--- src/rtl/uart_byte_rx_pkg.sv ---
// Shared definitions for the 8N1 byte receiver: state encoding and defaults.
package uart_byte_rx_pkg;

    localparam int DEF_CLKS_PER_BIT = 16;
    localparam int DATA_W           = 8;

    typedef enum logic [2:0] {
        IDLE  = 3'd0,
        START = 3'd1,
        DATA  = 3'd2,
        STOP  = 3'd3,
        BREAK = 3'd4
    } rx_state_t;

endpackage

--- src/rtl/uart_byte_rx_if.sv ---
// Signal bundle between the serial line, the receiver and the downstream byte register.
// Strobe semantics: valid is a one-cycle pulse with no ready/backpressure; the
// consumer must take out in the valid cycle (out also holds until the next valid).
// frame_err is a one-cycle pulse of its own and never coincides with valid.
interface uart_byte_rx_if;
    import uart_byte_rx_pkg::*;

    logic              rxd;
    logic [DATA_W-1:0] out;
    logic              valid;
    logic              frame_err;
    logic              busy;
    rx_state_t         state;     // FSM state, exported for observation

    modport master (
        output rxd,
        input  out, valid, frame_err, busy, state
    );

    modport slave (
        input  rxd,
        output out, valid, frame_err, busy, state
    );

endinterface

--- src/rtl/uart_byte_rx_sync2.sv ---
// Two-flop synchronizer for an asynchronous input; resets to 1 (idle line level).
module uart_byte_rx_sync2 (
    input  logic clk,
    input  logic rst,
    input  logic d,
    output logic q
);

    logic meta;

    // Two back-to-back flops; the first may go metastable, the second settles it.
    always_ff @(posedge clk or posedge rst) begin
        if (rst) begin
            meta <= 1'b1;
            q    <= 1'b1;
        end else begin
            meta <= d;
            q    <= meta;
        end
    end

endmodule

--- src/rtl/uart_byte_rx.sv ---
// 8N1 serial receiver: mid-bit sampling, LSB-first assembly, one-cycle valid or
// frame_err strobe after the stop bit sample.
module uart_byte_rx
    import uart_byte_rx_pkg::*;
#(
    parameter int CLKS_PER_BIT = DEF_CLKS_PER_BIT
) (
    input  logic           clk,
    input  logic           rst,
    uart_byte_rx_if.slave  bus
);

    localparam int            CW       = $clog2(CLKS_PER_BIT);
    localparam logic [CW-1:0] CNT_LAST = CW'(CLKS_PER_BIT - 1);
    localparam logic [CW-1:0] CNT_HALF = CW'(CLKS_PER_BIT / 2 - 1);
    localparam logic [CW-1:0] CNT_ONE  = CW'(1);

    logic              rxd_s;
    rx_state_t         state_q, state_d;
    logic [CW-1:0]     cnt_q, cnt_d;
    logic [2:0]        idx_q, idx_d;
    logic [DATA_W-1:0] shift_q, shift_d;
    logic [DATA_W-1:0] out_q, out_d;
    logic              valid_q, valid_d;
    logic              ferr_q, ferr_d;

    uart_byte_rx_sync2 u_sync (
        .clk (clk),
        .rst (rst),
        .d   (bus.rxd),
        .q   (rxd_s)
    );

    // State, counters, shift register and registered strobes.
    always_ff @(posedge clk or posedge rst) begin
        if (rst) begin
            state_q <= IDLE;
            cnt_q   <= '0;
            idx_q   <= '0;
            shift_q <= '0;
            out_q   <= '0;
            valid_q <= 1'b0;
            ferr_q  <= 1'b0;
        end else begin
            state_q <= state_d;
            cnt_q   <= cnt_d;
            idx_q   <= idx_d;
            shift_q <= shift_d;
            out_q   <= out_d;
            valid_q <= valid_d;
            ferr_q  <= ferr_d;
        end
    end

    // Next-state logic: half a bit to the start-bit centre, then a full bit per sample.
    always_comb begin
        state_d = state_q;
        cnt_d   = cnt_q;
        idx_d   = idx_q;
        shift_d = shift_q;
        out_d   = out_q;
        valid_d = 1'b0;
        ferr_d  = 1'b0;

        case (state_q)
            IDLE: begin
                cnt_d = '0;
                idx_d = '0;
                if (!rxd_s) begin
                    state_d = START;
                end
            end

            START: begin
                if (cnt_q == CNT_HALF) begin
                    cnt_d = '0;
                    idx_d = '0;
                    // A line already back high at mid-start is a glitch, not a frame.
                    state_d = rxd_s ? IDLE : DATA;
                end else begin
                    cnt_d = cnt_q + CNT_ONE;
                end
            end

            DATA: begin
                if (cnt_q == CNT_LAST) begin
                    cnt_d          = '0;
                    shift_d[idx_q] = rxd_s;
                    if (idx_q == 3'd7) begin
                        idx_d   = '0;
                        state_d = STOP;
                    end else begin
                        idx_d = idx_q + 3'd1;
                    end
                end else begin
                    cnt_d = cnt_q + CNT_ONE;
                end
            end

            STOP: begin
                if (cnt_q == CNT_LAST) begin
                    cnt_d = '0;
                    if (rxd_s) begin
                        out_d   = shift_q;
                        valid_d = 1'b1;
                        state_d = IDLE;
                    end else begin
                        ferr_d  = 1'b1;
                        state_d = BREAK;
                    end
                end else begin
                    cnt_d = cnt_q + CNT_ONE;
                end
            end

            BREAK: begin
                // Hold off until the line returns high so a stuck-low line cannot retrigger.
                cnt_d = '0;
                if (rxd_s) begin
                    state_d = IDLE;
                end
            end

            default: begin
                state_d = IDLE;
                cnt_d   = '0;
                idx_d   = '0;
            end
        endcase
    end

    assign bus.out       = out_q;
    assign bus.valid     = valid_q;
    assign bus.frame_err = ferr_q;
    assign bus.busy      = (state_q != IDLE);
    assign bus.state     = state_q;

endmodule

--- src/flat_wrapper.sv ---
// flat-port wrapper written by rule: the top's interface ports become plain ports
module uart_byte_rx_flat import uart_byte_rx_pkg::*;
#(
    parameter int CLKS_PER_BIT = DEF_CLKS_PER_BIT
)
  (clk, rst, bus_rxd, bus_out, bus_valid, bus_frame_err, bus_busy, bus_state);
  uart_byte_rx_if bus_i ();
  input  logic clk;
  input  logic rst;
  input wire logic [$bits(bus_i.rxd)-1:0] bus_rxd;
  output wire logic [$bits(bus_i.out)-1:0] bus_out;
  output wire logic [$bits(bus_i.valid)-1:0] bus_valid;
  output wire logic [$bits(bus_i.frame_err)-1:0] bus_frame_err;
  output wire logic [$bits(bus_i.busy)-1:0] bus_busy;
  output wire logic [$bits(bus_i.state)-1:0] bus_state;
  assign bus_i.rxd = bus_rxd;
  assign bus_out = bus_i.out;
  assign bus_valid = bus_i.valid;
  assign bus_frame_err = bus_i.frame_err;
  assign bus_busy = bus_i.busy;
  assign bus_state = bus_i.state;
  uart_byte_rx #(.CLKS_PER_BIT(CLKS_PER_BIT)) u_core (.clk(clk), .rst(rst), .bus(bus_i));
endmodule
--- config.mk ---
export PLATFORM = sky130hd
export DESIGN_NAME = uart_byte_rx_flat
export DESIGN_NICKNAME = d
export VERILOG_FILES = /design/src/rtl/uart_byte_rx_pkg.sv /design/src/rtl/uart_byte_rx_if.sv /design/src/rtl/uart_byte_rx_sync2.sv /design/src/rtl/uart_byte_rx.sv /design/src/flat_wrapper.sv
export SDC_FILE = /design/constraint.sdc
export NUM_CORES = 1
export LEC_CHECK = 0
export CAP_MARGIN = 0
export CORE_ASPECT_RATIO = 1.4
export CORE_MARGIN = 8
export CORE_UTILIZATION = 48
export DETAILED_ROUTE_END_ITERATION = 12
export GPL_TIMING_DRIVEN = 0
export PLACE_DENSITY_LB_ADDON = 0.25
export SYNTH_ARGS = -nofsm -noshare
export SYNTH_HDL_FRONTEND = slang
export SYNTH_SLANG_ARGS = --single-unit
export TNS_END_PERCENT = 5
--- constraint.sdc ---
create_clock -name clk -period 2.1 [get_ports clk]
set_input_delay 0.63 -clock clk [delete_from_list [all_inputs] [get_ports clk]]
set_output_delay 0.63 -clock clk [all_outputs]
set_load 0.02 [all_outputs]
# ---- Word level (Yosys, flattened, before mapping)
# Index checks and enable logic that the tools add are counted.
dict set report word_totals {
  out_inout_bits 14
  ff_bits 30
  inputBits 3
}
dict set report op_classes {
  muxes 25
  n_reduce_logical 9
  n_eq_ne 13
  n_lt_le_gt_ge 2
  n_bitwise 1
  n_addsub 2
}
# operator count
set op_table {}
lappend op_table {{two-way mux 3 bit} 10}
lappend op_table {{case mux 3 bit (5 select lines)} 1}
lappend op_table {{case mux 3 bit (3 select lines)} 1}
lappend op_table {{bitwise mux 8 bit} 1}
lappend op_table {{two-way mux 4 bit} 2}
lappend op_table {{inequality test 2 x 1 -> 1 bit (second input constant)} 4}
lappend op_table {{case mux 4 bit (2 select lines)} 1}
lappend op_table {{two-way mux 1 bit} 7}
lappend op_table {{== test 3 x 2 -> 1 bit (second input constant)} 2}
lappend op_table {{== test 3 bit (second input constant)} 2}
lappend op_table {{AND reduction 3 bit} 2}
lappend op_table {{AND reduction 6 bit} 1}
lappend op_table {{adder 4 x 1 -> 4 bit (second input constant)} 1}
lappend op_table {{== test 4 x 3 -> 1 bit (second input constant)} 1}
lappend op_table {{== test 4 bit (second input constant)} 1}
lappend op_table {{less-than comparator 3 x 4 -> 1 bit (second input constant)} 1}
lappend op_table {{inequality test 2 bit (second input constant)} 2}
lappend op_table {{OR reduction 2 bit} 2}
lappend op_table {{adder 3 x 1 -> 3 bit (second input constant)} 1}
lappend op_table {{demux 1 bit (select 3 bit)} 1}
lappend op_table {{== test 3 x 1 -> 1 bit (second input constant)} 1}
lappend op_table {{greater-or-equal comparator 3 x 1 -> 1 bit (second input constant)} 1}
lappend op_table {{zero test 3 bit} 1}
lappend op_table {{nonzero test 3 bit} 1}
lappend op_table {{4 further kinds} 4}

# ---- Logic depth before layout (Yosys ltp)
# Gate-level depths: netlist of run 1.
dict set report depth {
  word_depth 5
  mapped_depth 5
  depth_no_buf 4
}

# ---- Modules after synthesis
# From an unflattened synthesis of run 1, not the netlist that was laid out.
dict set report unflattened {
  cells_unflattened 114
  hier_area_um2 1447.6
}
# mod n_inst cells_per_inst seq_area_each_um2 area_each_um2
set modules_own_cells {}
lappend modules_own_cells {uart_byte_rx 1 111 700.7 1391.3}
lappend modules_own_cells {uart_byte_rx_sync2 1 3 52.6 56.3}

# ---- Worst setup path before layout of run 1
# Ideal clock, no wire load.
dict set report synth_path {
  kind {register to output}
  start {register u_core.state_q[2], in the netlist u_core.bus.state[2]}
  end {output port bus_busy}
  path_stages_with_launch 3
  t_required_ns 1.470
  t_arrival_ns 1.187
  setup_slack_ns 0.283
  cell_sequence {dfrtp_1 -> clkbuf_1 -> or3_1}
}
dict set report synth_via {
  elab_chain_len 1
}
# element line_no
set synth_lines {}
lappend synth_lines {{from (decl)} uart_byte_rx.sv:19} ;# rx_state_t state_q, state_d;
lappend synth_lines {{from (signal assigned)} uart_byte_rx.sv:45} ;# state_q <= state_d;
lappend synth_lines {{nonzero test 3 bit} uart_byte_rx.sv:135} ;# assign bus.busy = (state_q != IDLE);
lappend synth_lines {{to (decl)} flat_wrapper.sv:14} ;# output wire logic [$bits(bus_i.busy)-1:0] bus_busy;
# No other way between the ends.

# ---- Worst setup path after layout of run 1
dict set report layout_path {
  start {register u_core.state_q[2], in the netlist u_core.bus.state[2]}
  end {output port bus_state[2]}
}
# element line_no
set layout_rtl {}
lappend layout_rtl {{to (decl)} flat_wrapper.sv:15} ;# output wire logic [$bits(bus_i.state)-1:0] bus_state;
# No word-level cell between the ends.

==> results.cfg, run 1 <==
[clock_tree]
htree_levels = 2
clk_pin_slew_ps = 60
cts_tree = done
cts.sink_count = 30
clock-root-buffer = clkbuf_8
cts_buffers = 5
cts_hold_buf = 0
cts_buffer_depth = 2
clock_latency_ps = 280

[critical_path]
cp-startpoint = u_core.bus.state[2]$_DFFE_PP0P_
critPathKind = flop to output port
endpoint_kind = output port
cp_max_fo = 7
start_kind = flop
reg2reg_from = u_core.cnt_q[0]$_DFF_PP0_
worst_ep_required_time_ps = 1470
worstPathArrival_ps = 1390

[synthesis]
synth.avg_cell_area_um2 = 12.6
syn-instance-count = 108
async_reset_ff_share_pct = 100
synth_compound_area_share_pct = 6.36
ys.warnings.count = 0
synth_area_leader_cell = dfrtp_1
ys_ff_latch = 30
synth_edf_count = 0
netlist_area_mm2 = 0.00136
synth.area.mux_share_pct = 14.4
synth_top_area_share_pct = 51.6
synthSimpleGateAreaFrac_pct = 14.4
synthAdderAreaFrac_pct = 2.76
ys_types = 34
netlist_top_cells_area = dfrtp_1 (52%), mux2_2 (13%), dfstp_2 (3.9%), ha_1 (2.8%), nand4_1 (2.3%)
synth-seq-area-share_pct = 55.5
synth_xor_area_share_pct = 1.94
synthFlopType = dfrtp_1
synth_top_family_by_area = simple AND/OR/NAND/NOR gates
syn_nets = 114

[timing]
tns_ps = 0
grt_setup_unrepaired = false
holdWs_ps = 356
fin_crit_ps = 2020
relSlewSlack_pct = 26.0
finalSetupViolCount = 0
finalClockSkew_ps = 5.31
fmax_mhz = 495
worst_pin_slew_ps = 1110
report.final.slew_viol_count = 0
hold_viol_final = 0
final.period_utilization_pct = 96.2

[drt]
dr_wl_met2_mm = 1.35
first_pass_iters = 4
wire_per_inst_um = 15.4
routed_wl_mm = 2.60
wl_met3_um = 120
wl_met1_mm = 1.05
drc = 0
detail_route.iter0.violations = 29
top_layer = met4
drtAntennaViolNets = 0
vias_per_cell = 5.44
via_count = 920

[grt]
antenna_found_initial = 0
grt_use_total_pct = 12.6
grt_overflow_total = 0
grt_pass1_wl_mm = 4.46
grt_pass1_vias = 995
grt_max_degree = 31

[layout]
layout.cells.most_common = dfrtp_1
n_fill_cell = 245
area_growth_pct = 21.4
num_antenna_cells = 0
seqCellArea_um2 = 754
drive_above_1_share_pct = 28.8
final_cell_mix = dfrtp_1 (27), mux2_2 (16), clkdlybuf4s50_1 (15)
multi_input_area_um2 = 541
nets = 138

[power_and_ir_drop]
peakVddDrop_uv = 660
pwr-share-comb_pct = 31.6
seq_power_share_pct = 43.1
p_int_mw = 1.15
clkPwrFrac_pct = 25.3
power_density_mw_per_mm2 = 1020
p_leak_nw = 0.756
p_switching_uw = 540
switching_share_pct = 32.0

[floorplanning]
die_w_um = 60.9
rows = 23
initial_core_util_pct = 48.6
core_area_mm2 = 0.00279
ioPinCount = 17
die_h_um = 78.9
fp.dieArea_mm2 = 0.00481

[worst_hold_path]
min_from = u_core.u_sync.meta$_DFF_PP1_
hold_class = flop to flop

[flow_run]
max_cap_viol_count = 0

[outcome]
outcome = finished, final reports clean

[placement]
hpwl_mm = 1.81
place.gp.congestion = 0.849
io_buffers = 16
## repair_timing
| action | in CTS | in global routing |
|---|---|---|
| resized for setup | 7 | 0 |
| endpoints found under the setup margin | 1 | 0 |
| buffers inserted | 1 | 0 |
## area by class of cell
type	count	area share, %
plain buffers	7	2.96
clock buffers	7	4.63
inverters	5	1.14
multi-input cells	66	32.8
flip-flops and latches	30	45.8
well taps	37	2.81
repair buffers	17	9.87
## cell families (layout without fill, tap and decap cells)
group	after synthesis	count (layout)
XOR/XNOR	3	3
multiplexers	17	17
buffers and inverters	12	36
adder cells (fa/ha/maj)	3	3
flip-flops	30	30
AND/OR/NAND/NOR	32	32
AO/OA/AOI/OAI	11	11
## synth_stat cells (2+ instances only)
library cell	n
nand3_1	2
nor2_1	6
xnor2_1	2
mux2_2	16
ha_1	3
buf_2	2
inv_1	5
nor4_1	3
dfstp_2	2
buf_6	2
nand4_1	5
nand2_1	2
or3_1	2
dfrtp_1	28
nor3b_1	2
clkbuf_1	2
a32o_1	2
nor3_1	3
a21oi_1	2
a211oi_1	3
## routing by layer
layer  vias to the layer above  global-route usage (%)
met5                         -                       0
met4                         0                    8.43
met3                         8                    4.52
met2                        14                    21.1
met1                       460                    12.4
li1                        438                       -
## critical path, stage by stage, from the launching register on
cell             delay, ps
dfrtp_2                350
buf_4                  150
clkdlybuf4s50_1        610
## stage by stage
stage | setup WS, ps | cell area, um2 | util, % | power (mW) | std cells
after floorplan | 283 | 1360 | - | 1.13 | 108
after global placement | -162 | 1560 | 56.0 | 1.26 | 161
after detailed placement | -177 | 1560 | 56.0 | 1.28 | 161
after CTS | 71.5 | 1650 | 59.0 | 1.71 | 169
after global routing | 48.1 | 1650 | 59.0 | 1.80 | 169
final | 80.4 | 1650 | 59.0 | 1.69 | 169
## power by group through the flow
stage	clock (mW)	combinational, mW	sequential (mW)
after floorplan	0	0.380	0.750
after global placement	0	0.521	0.735
after detailed placement	0	0.538	0.740
after CTS	0.444	0.539	0.728
after global routing	0.461	0.597	0.741
final	0.426	0.533	0.728
## final timing paths
path,cells past startpoint,endpoint,slack (ps)
worst max-delay path,2,bus_state[2],80
worst min-delay path,0,u_core.u_sync.q$_DFF_PP1_,360
worst max register to register,5,u_core.bus.out[2]$_DFFE_PP0P_,420
worst min register to register,0,u_core.u_sync.q$_DFF_PP1_,360
max in group asynchronous,2,u_core.bus.state[2]$_DFFE_PP0P_,430
min in group asynchronous,2,u_core.bus.valid$_DFF_PP0_,930
## flip-flops by register name, indices dropped and copies added, names as in the netlist
register              cells
u_core.bus.frame_err      1
u_core.bus.out            8
u_core.bus.state          3
u_core.bus.valid          1
u_core.cnt_q              4
u_core.idx_q              3
u_core.shift_q            8
u_core.u_sync.meta        1
u_core.u_sync.q           1
No activity file was read; power rests on OpenSTA's default activity.
==> run 2: changes to the inputs <==
--- a/config.mk
+++ b/config.mk
@@ -11,6 +11,7 @@
 export CORE_UTILIZATION = 48
 export DETAILED_ROUTE_END_ITERATION = 12
 export GPL_TIMING_DRIVEN = 0
+export MAX_ROUTING_LAYER = met4
 export PLACE_DENSITY_LB_ADDON = 0.25
 export SYNTH_ARGS = -nofsm -noshare
 export SYNTH_HDL_FRONTEND = slang
==> constraint.sdc (replaced) <==
create_clock -name clk -period 2.2 [get_ports clk]
set_input_delay 0.66 -clock clk [delete_from_list [all_inputs] [get_ports clk]]
set_output_delay 0.66 -clock clk [all_outputs]
set_load 0.02 [all_outputs]
==> run 2 against run 1 <==
Effect of this change:
- sequential power decreased by 4.5%
- sequential share of layout area decreased by 0.17 points
- utilization increased by 0.22 points
- first-iteration DRC count unchanged
- sequential cell count unchanged
- highest routed layer unchanged
- clock power decreased by 4%
- clock skew about the same
- critical path type unchanged
- worst hold slack unchanged
- wire length about the same
- die area unchanged
- setup slack got worse by 23 ps
- count of clock-buffer cells in the layout unchanged
==> results.cfg, run 2 (synthesis results as in run 1) <==
[drt]
detail_route.iter0.violations = 29
wire_per_inst_um = 15.4
drtAntennaViolNets = 0
first_pass_iters = 4
drc = 0
wl_met3_um = 118
top_layer = met4
routed_wl_mm = 2.60
wl_met1_mm = 1.05
vias_per_cell = 5.44
via_count = 920
dr_wl_met2_mm = 1.35

[critical_path]
worst_ep_required_time_ps = 1540
worstPathArrival_ps = 1480
critPathKind = flop to output port
start_kind = flop
cp_max_fo = 10
endpoint_kind = output port
r2r_cells = 4

[grt]
antenna_found_initial = 0
grt_overflow_total = 0
grt_pass1_wl_mm = 4.46
grt_max_degree = 31
grt_pass1_vias = 995
grt_use_total_pct = 12.9

[layout]
final-instance-count-excl-fill = 169
area_growth_pct = 21.8
nets = 138
drive_above_1_share_pct = 28.8
fin_util_pct = 59.3
n_fill_cell = 243
final_cell_area_mm2 = 0.00165
num_antenna_cells = 0
final_cell_mix = dfrtp_1 (27), mux2_2 (16), clkdlybuf4s50_1 (15)
layout.cells.most_common = dfrtp_1

[timing]
report.final.slew_viol_count = 0
holdWs_ps = 356
final.period_utilization_pct = 97.4
fmax_mhz = 467
grt_setup_unrepaired = false
hold_viol_final = 0
finalSetupViolCount = 0
worst_pin_slew_ps = 1110
finalClockSkew_ps = 5.31
fin_crit_ps = 2140
tns_ps = 0
fin_ws_ps = 57.5
relSlewSlack_pct = 25.9

[floorplanning]
die_h_um = 78.9
initial_core_util_pct = 48.6
die_w_um = 60.9
fp.dieArea_mm2 = 0.00481
rows = 23
ioPinCount = 17
core_area_mm2 = 0.00279

[placement]
hpwl_mm = 1.81
placed_cells = 161
pre_cts_ws_ps = -107
placed_area_mm2 = 0.00156
io_buffers = 16
place.gp.congestion = 0.862

[clock_tree]
htree_levels = 2
clock-root-buffer = clkbuf_8
cts_buffers = 5
cts_buffer_depth = 2
cts.sink_count = 30
cts_hold_buf = 0
clock_latency_ps = 280
clk_pin_slew_ps = 60
cts_tree = done

[power_and_ir_drop]
power_density_mw_per_mm2 = 975
peakVddDrop_uv = 630
p_leak_nw = 0.759
power_mw = 1.61

[worst_hold_path]
worstHoldPathCells = 0
hold_class = flop to flop

[flow_run]
max_cap_viol_count = 0

[outcome]
outcome = finished, final reports clean
## run 2: where the power goes
part	internal, mW	switching [mW]	leakage (nW)
combinational	0.251	0.261	0.325
sequential	0.629	0.0653	0.396
clock	0.217	0.190	0.0383
## run 2: per-layer routing
metal	vias up	track usage (%)
met3	8	4.52
li1	438	-
met1	460	12.4
met4	0	8.43
met5	-	-
met2	14	21.1
## run 2: worst max-delay path, cell delays in order (launching register included)
cell and delay [ps]:
dfrtp_2 400, clkbuf_4 180, or3_1 370, clkdlybuf4s15_2 260
## run 2: final timing paths
kind                                                    to  slack [ps]                            start
max                                               bus_busy          60  u_core.bus.state[2]$_DFFE_PP0P_
max in group asynchronous  u_core.bus.state[2]$_DFFE_PP0P_         500                              rst
max reg2reg                  u_core.shift_q[0]$_DFFE_PP0P_         520        u_core.cnt_q[0]$_DFF_PP0_
min                              u_core.u_sync.q$_DFF_PP1_         360     u_core.u_sync.meta$_DFF_PP1_
min reg2reg                      u_core.u_sync.q$_DFF_PP1_         360     u_core.u_sync.meta$_DFF_PP1_
min in group asynchronous       u_core.bus.valid$_DFF_PP0_         970                              rst
## run 2: layout make-up
class / count / area, um2 / share of cell area (%)
sequential: 30 / 754 / 45.6
multi-input combinational: 66 / 541 / 32.7
timing repair buffer: 17 / 169 / 10.2
clock buffer: 7 / 76.3 / 4.61
buffer: 7 / 48.8 / 2.95
tap: 37 / 46.3 / 2.80
inverter: 5 / 18.8 / 1.13
## run 2: repair_timing
action | CTS | global route
gates resized for setup | 6 | 0
buffers inserted | 1 | 0
endpoints found under the setup margin | 1 | 0
==> run 3: changes to the inputs <==
--- a/config.mk
+++ b/config.mk
@@ -7,7 +7,7 @@
 export LEC_CHECK = 0
 export CAP_MARGIN = 0
 export CORE_ASPECT_RATIO = 1.4
-export CORE_MARGIN = 8
+export CORE_MARGIN = 2
 export CORE_UTILIZATION = 48
 export DETAILED_ROUTE_END_ITERATION = 12
 export GPL_TIMING_DRIVEN = 0
==> run 3 against run 2 <==
Effect of this change:
- maximum frequency up 0.83%
- first-iteration DRC count up 3.4%
- count of clock-buffer cells in the layout unchanged
- die area down 32%
- design area down 1.4%
- combinational power about the same
- total power down 5.0%
- clock skew up 4.8 ps
- critical endpoint unchanged
- highest routed layer unchanged
==> results.cfg, run 3 (synthesis results as in run 1) <==
[outcome]
outcome = finished, final reports clean

[layout]
fin_util_pct = 61.1
area_growth_pct = 20.1
nets = 138
final_cell_area_mm2 = 0.00163
n_fill_cell = 234
final_cell_mix = dfrtp_1 (27), mux2_2 (16), clkdlybuf4s50_1 (15)
num_antenna_cells = 0
layout.cells.most_common = dfrtp_1
drive_above_1_share_pct = 30.1

[timing]
final.period_utilization_pct = 96.6
fin_crit_ps = 2120
fmax_mhz = 471
fin_ws_ps = 75.2
relSlewSlack_pct = 27.6
grt_setup_unrepaired = false
worst_pin_slew_ps = 1080
hold_viol_final = 0
finalClockSkew_ps = 10.1
report.final.slew_viol_count = 0
finalSetupViolCount = 0

[power_and_ir_drop]
power_mw = 1.53
switching_share_pct = 32.8
p_leak_nw = 0.753
clkPwrFrac_pct = 21.4
power_density_mw_per_mm2 = 941
seq_power_share_pct = 45.3
p_int_mw = 1.03
peakVddDrop_uv = 637
pwr-share-comb_pct = 33.3
p_switching_uw = 503

[worst_hold_path]
hold_end = u_core.u_sync.q$_DFF_PP1_
worstHoldPathCells = 0
min_from = u_core.u_sync.meta$_DFF_PP1_
hold_class = flop to flop

[flow_run]
max_cap_viol_count = 0

[clock_tree]
cts.sink_count = 30
clk_pin_slew_ps = 90
clock-root-buffer = clkbuf_4
cts_buffer_depth = 2
cts_tree = done
cts_buffers = 5
clock_latency_ps = 320
htree_levels = 2

[critical_path]
worst_ep_required_time_ps = 1540
slowest_delay_ps = 430
start_kind = flop
slowest_stage = dfrtp_2
critPathTopFamily = flip-flops
endpoint_kind = output port
reg2reg_to = u_core.shift_q[0]$_DFFE_PP0P_
critPathBufInv = 2
critPathKind = flop to output port
reg2reg_from = u_core.cnt_q[0]$_DFF_PP0_
reg2reg_slack_ps = 480
crit_chain = clkbuf_4, or3_1, buf_2
cp_max_fo = 10
worstPathArrival_ps = 1460
r2r_cells = 4

[floorplanning]
die_h_um = 66.9
fp.dieArea_mm2 = 0.00328
rows = 22
die_w_um = 48.9
core_area_mm2 = 0.00267
initial_core_util_pct = 50.8
ioPinCount = 17

[drt]
first_pass_iters = 4
wire_per_inst_um = 14.3
vias_per_cell = 5.55
drtAntennaViolNets = 0
routed_wl_mm = 2.42
via_count = 938
drc = 0
detail_route.iter0.violations = 30

[placement]
io_buffers = 16
placed_area_mm2 = 0.00156
hpwl_mm = 1.72
pre_cts_ws_ps = -107
place.gp.congestion = 0.844

[grt]
grt_pass1_wl_mm = 4.23
grt_pass1_vias = 952
grt_use_total_pct = 18.0
grt_overflow_total = 0
antenna_found_initial = 0
grt_max_degree = 31
run 3: changes by cell type in the layout (fill, tap and decap cells not counted):
cell / previous run / this run
clkbuf_1: 3 / 2
buf_2: 2 / 3
clkbuf_8: 5 / 1
clkbuf_4: 1 / 6
clkdlybuf4s15_2: 1 / 0
clkinv_2: 0 / 1
run 3: power groups by stage:
stage | Sequential (mW) | Combinational [mW] | Clock [mW]
final | 0.695 | 0.510 | 0.328
after CTS | 0.695 | 0.513 | 0.344
after floorplan | 0.716 | 0.363 | 0
after global placement | 0.701 | 0.490 | 0
after global routing | 0.707 | 0.564 | 0.359
after detailed placement | 0.708 | 0.514 | 0
run 3: layout make-up:
class	count	area (um2)	share of cell area [%]
Clock buffer	7	55.1	3.38
Multi-Input combinational cell	66	541	33.2
Buffer	7	48.8	2.99
Timing Repair Buffer	17	163	9.98
Clock inverter	1	5.00	0.307
Inverter	5	18.8	1.15
Sequential cell	30	754	46.3
Tap cell	36	45.0	2.76
run 3: routing by layer:
metal / wire length [um] / global-route usage (%)
met5: 0 / -
met1: 1020 / 20.3
met2: 1230 / 29.1
met3: 114 / 5.61
met4: 51 / 9.29
run 3: metrics by stage:
stage / instances / setup TNS, ps / hold WS [ps]
6_report: 169 / 0 / 360
5_1_grt: 169 / 0 / 370
4_1_cts: 169 / 0 / 363
3_5_place_dp: 160 / -107 / 349
3_3_place_gp: 160 / -98.4 / 348
2_1_floorplan: 108 / 0 / 345
run 3: worst max path at each step:
stage	start	end	slack (ps)	cells after the start
finish	u_core.bus.state[2]$_DFFE_PP0P_	bus_busy	80	3
global route	u_core.bus.state[2]$_DFFE_PP0P_	bus_busy	30	3
CTS	u_core.bus.state[2]$_DFFE_PP0P_	bus_busy	60	3
detailed placement	u_core.bus.state[2]$_DFFE_PP0P_	bus_busy	-110	3
global placement	u_core.bus.state[2]$_DFFE_PP0P_	bus_busy	-100	3
floorplan	u_core.bus.state[2]$_DFFE_PP0P_	bus_busy	350	2
run 3: worst reg2reg max path, cell delays in order (launching register included):
cell	delay [ps]
dfrtp_1	380
ha_1	280
nand4_1	230
nor4_1	340
mux2_2	380
run 3: what timing repair did:
action | CTS | global route
setup buffers | 1 | 0
endpoints found under the setup margin | 1 | 0
gates resized for setup | 7 | 0
hold buffers | 0 | 0
endpoints found under the hold margin | 0 | 0
